--- src/rtl/sky130_as_sc_hs__scan_reader.sv ---
// Scan reader: snapshots DIN on CAPTURE and streams it LSB-first over a valid/ready bit link.
// Optional even-parity trailer bit when SKY130_AS_SC_HS_SCAN_PARITY_EN is defined.
module sky130_as_sc_hs__scan_reader #(
    parameter int WIDTH = 16
) (
    input  logic             CLK,
    input  logic             RESET_B,
    input  logic             CAPTURE,
    input  logic [WIDTH-1:0] DIN,
    input  logic             SREADY,
    output logic             SOUT,
    output logic             SVALID,
    output logic             SFIRST,
    output logic             BUSY,
    output logic             DONE,
    output logic             OVERRUN,
    input  logic             VPWR,
    input  logic             VGND,
    input  logic             VPB,
    input  logic             VNB
);

`ifdef SKY130_AS_SC_HS_SCAN_PARITY_EN
    localparam int N = WIDTH + 1;
`else
    localparam int N = WIDTH;
`endif
    localparam int              CNT_W = $clog2(N + 1);
    localparam logic [CNT_W-1:0] LAST = CNT_W'(N - 1);

    typedef enum logic {
        IDLE  = 1'b0,
        SHIFT = 1'b1
    } state_e;

    state_e           state_q, state_d;
    // With parity enabled the stored parity rides in the top bit and reaches bit 0 last.
    logic [N-1:0]     shadow_q, shadow_d;
    logic [CNT_W-1:0] cnt_q, cnt_d;
    logic             done_q, done_d;
    logic             overrun_q, overrun_d;
    logic [N-1:0]     load_val;
    logic             xfer;
    logic             last_xfer;
    logic             unused_supply;

`ifdef SKY130_AS_SC_HS_SCAN_PARITY_EN
    assign load_val = {^DIN, DIN};
`else
    assign load_val = DIN;
`endif

    assign xfer          = (state_q == SHIFT) && SREADY;
    assign last_xfer     = xfer && (cnt_q == LAST);
    assign unused_supply = ^{VPWR, VGND, VPB, VNB};

    always_comb begin
        // NOTE: every signal gets a default first so no path through the case infers a latch.
        state_d   = state_q;
        shadow_d  = shadow_q;
        cnt_d     = cnt_q;
        done_d    = 1'b0;
        overrun_d = overrun_q;
        unique case (state_q)
            IDLE: begin
                if (CAPTURE) begin
                    state_d   = SHIFT;
                    shadow_d  = load_val;
                    cnt_d     = '0;
                    overrun_d = 1'b0;
                end
            end
            SHIFT: begin
                if (last_xfer) begin
                    done_d = 1'b1;
                    if (CAPTURE) begin
                        shadow_d  = load_val;
                        cnt_d     = '0;
                        overrun_d = 1'b0;
                    end else begin
                        state_d  = IDLE;
                        shadow_d = shadow_q >> 1;
                        cnt_d    = '0;
                    end
                end else begin
                    if (xfer) begin
                        shadow_d = shadow_q >> 1;
                        cnt_d    = cnt_q + CNT_W'(1);
                    end
                    if (CAPTURE) begin
                        overrun_d = 1'b1;
                    end
                end
            end
            default: state_d = IDLE;
        endcase
    end

    // NOTE: the shadow is reset along with control state so a reset leaves no stale frame data behind.
    always_ff @(posedge CLK or negedge RESET_B) begin
        if (!RESET_B) begin
            // NOTE: non-blocking assignments keep every flop updating from pre-edge values.
            state_q   <= IDLE;
            shadow_q  <= '0;
            cnt_q     <= '0;
            done_q    <= 1'b0;
            overrun_q <= 1'b0;
        end else begin
            state_q   <= state_d;
            shadow_q  <= shadow_d;
            cnt_q     <= cnt_d;
            done_q    <= done_d;
            overrun_q <= overrun_d;
        end
    end

    assign SVALID  = (state_q == SHIFT);
    assign BUSY    = (state_q == SHIFT);
    assign SOUT    = (state_q == SHIFT) && shadow_q[0];
    assign SFIRST  = (state_q == SHIFT) && (cnt_q == '0);
    assign DONE    = done_q;
    assign OVERRUN = overrun_q;

endmodule
--- config.mk ---
export PLATFORM = sky130hd
export DESIGN_NAME = sky130_as_sc_hs__scan_reader
export DESIGN_NICKNAME = d
export VERILOG_FILES = /design/src/rtl/sky130_as_sc_hs__scan_reader.sv
export SDC_FILE = /design/constraint.sdc
export NUM_CORES = 1
export LEC_CHECK = 0
export CORE_MARGIN = 1
export CORE_UTILIZATION = 40
export DETAILED_ROUTE_END_ITERATION = 6
export GPL_TIMING_DRIVEN = 0
export HOLD_SLACK_MARGIN = 0.12
export PLACE_DENSITY = 0.67
export SYNTH_ARGS = -nofsm -noshare
export SYNTH_HDL_FRONTEND = slang
export SYNTH_SLANG_ARGS = --single-unit
--- constraint.sdc ---
create_clock -name CLK -period 3.1 [get_ports CLK]
set_clock_uncertainty 0.2 [all_clocks]
set_input_delay 0.465 -clock CLK [delete_from_list [all_inputs] [get_ports CLK]]
set_output_delay 0.465 -clock CLK [all_outputs]
set_load 0.05 [all_outputs]
; ---- Word-level counts from Yosys, hierarchy flattened
; Index checks and enable logic that the tools add are counted.
[word_totals]
in_bits = 24
ff_bits = 24
word_cells = 35
[op_classes]
reduce_logical = 6
n_eq_ne = 4
n_mux = 18
n_bitwise = 1
addsub = 1
[op_table]
columns = cell, count
row1 = 16-bit two-way mux, 4
row2 = 16-bit one-hot mux with 2 select lines, 1
row3 = 5-bit two-way mux, 3
row4 = 5-bit one-hot mux with 2 select lines, 1
row5 = 1-bit two-way mux, 7
row6 = 5-bit by 1-bit adder with 5-bit output (second input constant), 1
row7 = 5-bit by 4-bit == test with 1-bit output (second input constant), 1
row8 = 5-bit logical NOT, 1
row9 = 1-bit logical AND, 4
row10 = 1-bit one-hot mux with 2 select lines, 2
row11 = 3-bit by 1-bit inequality test with 1-bit output (second input constant), 1
row12 = 3-bit by 2-bit inequality test with 1-bit output (second input constant), 1
row13 = 2-bit inequality test (second input constant), 1
row14 = 2-bit AND reduction, 1
row15 = 1-bit inverter, 1

; ---- Longest topological paths before layout
[logic_depth]
word_depth = 4
depth_mapped = 7

; ---- Least setup slack after synthesis
; OpenSTA, ideal clock, no wires.
[synth_timing]
kind = reg-to-output
from = register state_q (netlist: BUSY)
to = output SFIRST
t_arrival_ns = 1.686
stages_incl_launch_ff = 4
required_time_ns = 2.435
path_slack_ns = 0.749
path_cell_list = dfrtp_1 -> buf_2 -> clkbuf_1 -> and4b_1
[synth_via]
elab_chain_cells = 1
[synth_lines]
columns = item, line_no
row1 = start: declaration, 36  ; state_e state_q, state_d;
row2 = start signal: assignment, 109  ; state_q <= state_d;
row3 = 1-bit logical AND, 120  ; assign SFIRST = (state_q == SHIFT) && (cnt_q == '0);
row4 = end: declaration, 13  ; output logic SFIRST,
; Every way passes these cells.

; ---- Worst setup path after layout
; Same ends and word-level chain as after synthesis.

==> reports/metrics.cfg <==
[clock_network]
cts_resized=0
cts_num_sinks=24
cts_tree=built
cts-root-buf=clkbuf_8
worstSkewPairLatency_ns=0.26
cts_made_buffers=3
clk_pin_slew_ns=0.08
clock_path_buffers=2
cts_setup_buffers=0
htreeDepth=1
holdBufCountCts=0

[synthesis]
yosysWarnings=0
synth_cells=157
synth_area_mm2=0.00159
synth_ff_type=dfrtp_1
synth-seq-cells=24
synth.avg_cell_area_um2=10.1
synth-seq-area-share_pct=37.9
yosys.cell_types.count=32
synth_fp_nets=183
async_flop_share_pct=100
synth_edf_count=0

[grt]
busiest_layer=met2
met3_usage_pct=2.99
antenna_found_initial=0
grt_max_degree=25
met2_usage_pct=31.4
grt_pass1_vias=1358
grt_first_pass_wirelength_um=6440
grt.total_usage_pct=19.5
grt-ovfl-total=0
use_met1_pct=27.2

[power_and_ir_drop]
power_frac_seq_pct=43.1
p_comb_share_pct=41.7
clockPowerShare_pct=15.2
ir_drop_mv=0.225
sw_frac_of_total_pct=37.3
power_w=0.00121
power_density_mw_per_mm2=626
leakagePower_nw=0.856
p_int_w=0.000756
p_sw_w=0.000450

[cells_and_area]
diodes=0
nets=212
area_growth_pct=21.5
fill_cells=361
layout-drive-gt1-share_pct=17.4

[sta]
fin_tns_setup_ns=0
relSlewSlack_pct=23.3
hold-worst-slack_ns=0.332
final-setup-viol-count=0
finalHoldViolCount=0
max_freq_mhz=339
worst_pin_slew_ns=1.15
period_share_pct=95.2
rsz0062_at_grt=no
fin_ws_ns=0.150
slew_violations=0
min_period_ns=2.95

[worst_setup_path]
path_buf_inv=3
max_stage_delay_ns=0.79
crit_slowest_cell=clkdlybuf4s50_1
required_ns=2.43
critical_path.top_delay_family=buffers and inverters
critPathLaunchType=register
timing.critical_path.fanout_max=10
cp_cell_sequence=buf_2 -> clkbuf_1 -> and4b_1 -> clkdlybuf4s50_1
critical_path_class=register to output pin
worst_setup_path_end_kind=output pin
cp.arrival_ns=2.28

[min_path]
worstHoldPathType=register to register

[place]
dpl.hpwl_um=2550
dp_slack_ns=0.409
io_buffers=24
gp_congestion=0.823

[run]
maxCapViolCount=0

[floorplan]
die-area_mm2=0.00422
initial_core_util_pct=42.4
core-area_mm2=0.00374
die_h_um=65.0
num_io_pins=30
fp-row-count=22
die_w_um=65.0

[routing]
vias_per_cell=5.75
wl_um=3650
drc=0
drt_iter0_drc=88
drtPass1Iterations=4
wl_per_cell_um=15.8
postRouteAntennaNets=0
num_vias=1333

[outcome]
status=completed

cells by family (layout without fill, tap and decap cells):
| group | count (synthesis) | in the layout | synth area share, % |
|---|---|---|---|
| xor gates and xnor gates | 1 | 1 | 0.552 |
| and+or+nand+nor | 54 | 54 | 18.9 |
| DFF | 24 | 24 | 37.9 |
| buffers and inverters | 21 | 48 | 8.12 |
| muxes | 16 | 16 | 10.1 |
| adders and majority gates | 2 | 2 | 1.58 |
| AOI/OAI and AO/OA | 39 | 39 | 22.9 |
worst paths after layout:
path | start | endpoint | slack [ns] | cells after the start
min | shadow_q[6] | shadow_q[6] | 0.33 | 2
max reg2reg | cnt_q[0] | shadow_q[13] | 1.24 | 7
max in group asynchronous | RESET_B | BUSY | 1.41 | 1
min reg2reg | shadow_q[6] | shadow_q[6] | 0.33 | 2
min in group asynchronous | RESET_B | shadow_q[2] | 0.61 | 1
max | BUSY | SFIRST | 0.15 | 4
state kept, by name, summed over array words and instances, names as in the netlist:
signal	cells
shadow_q	16
BUSY	1
OVERRUN	1
cnt_q	5
DONE	1
cell usage after synthesis (2+ instances only):
library cell / n / area [um^2]
clkbuf_1: 3 / 11.3
o211ai_1: 5 / 37.5
nor3b_1: 2 / 15.0
ha_1: 2 / 25.0
buf_6: 4 / 45.0
nor2_1: 2 / 7.51
and2_1: 3 / 18.8
a2bb2oi_1: 15 / 131
buf_4: 2 / 15.0
inv_1: 2 / 7.51
nand2_1: 21 / 78.8
a21oi_1: 2 / 10.0
nand4_1: 15 / 93.8
and4b_1: 2 / 20.0
a21o_1: 2 / 15.0
nor2b_1: 2 / 12.5
buf_2: 10 / 50.1
o211ai_2: 10 / 125
dfrtp_1: 24 / 601
nand3_1: 2 / 10.0
mux2i_1: 16 / 160
through the flow:
stage	instance area, um^2	util, %	std cells
after floorplan	1590	-	157
after global placement	1890	50.4	229
after detailed placement	1890	50.4	229
after CTS	1930	51.5	232
after global routing	1930	51.5	232
final	1930	51.5	232
cell type report:
class / count / area (um^2) / share of cell area (%)
inverters: 2 / 7.51 / 0.389
clock buffers: 3 / 41.3 / 2.14
plain buffers: 19 / 121 / 6.29
flip-flops and latches: 24 / 601 / 31.1
multi-input cells: 112 / 857 / 44.5
repair buffers: 24 / 240 / 12.5
well taps: 48 / 60.1 / 3.11
worst reg2reg max path: stages, from the launching register on:
cell and delay (ns):
dfrtp_1 0.44, ha_1 0.25, and3_1 0.18, buf_4 0.16, and2_4 0.14, buf_6 0.12, buf_6 0.15, o211ai_2 0.17
cells in the final DEF, fill, tap and decap left out, types with 2 or more instances in the layout:
cell             instances
a21o_1                   2
a21oi_1                  2
a2bb2oi_1               15
and2_1                   3
and4b_1                  2
buf_2                   10
buf_4                    2
buf_6                    4
clkbuf_1                 3
clkbuf_8                 3
clkdlybuf4s50_1         24
dfrtp_1                 24
ha_1                     2
inv_1                    2
mux2i_1                 16
nand2_1                 21
nand3_1                  2
nand4_1                 15
nor2_1                   2
nor2b_1                  2
nor3b_1                  2
o211ai_1                 5
o211ai_2                10
routing by layer:
layer  vias to the layer above  share of wire (%)
li1                        646                  -
met1                       657                 48
met2                        28                 47
met3                         2                4.7
met4                         0               0.55
met5                         -                  0
power by group through the flow:
| stage | sequential [W] | clock, W | combinational (W) |
|---|---|---|---|
| floorplan | 0.000515 | 0 | 0.000366 |
| finish | 0.000521 | 0.000183 | 0.000503 |
| CTS | 0.000517 | 0.000191 | 0.000508 |
| detailed placement | 0.000522 | 0 | 0.000507 |
| global route | 0.000537 | 0.000205 | 0.000554 |
| global placement | 0.000515 | 0 | 0.000493 |
No activity file was read; power rests on OpenSTA's default activity.
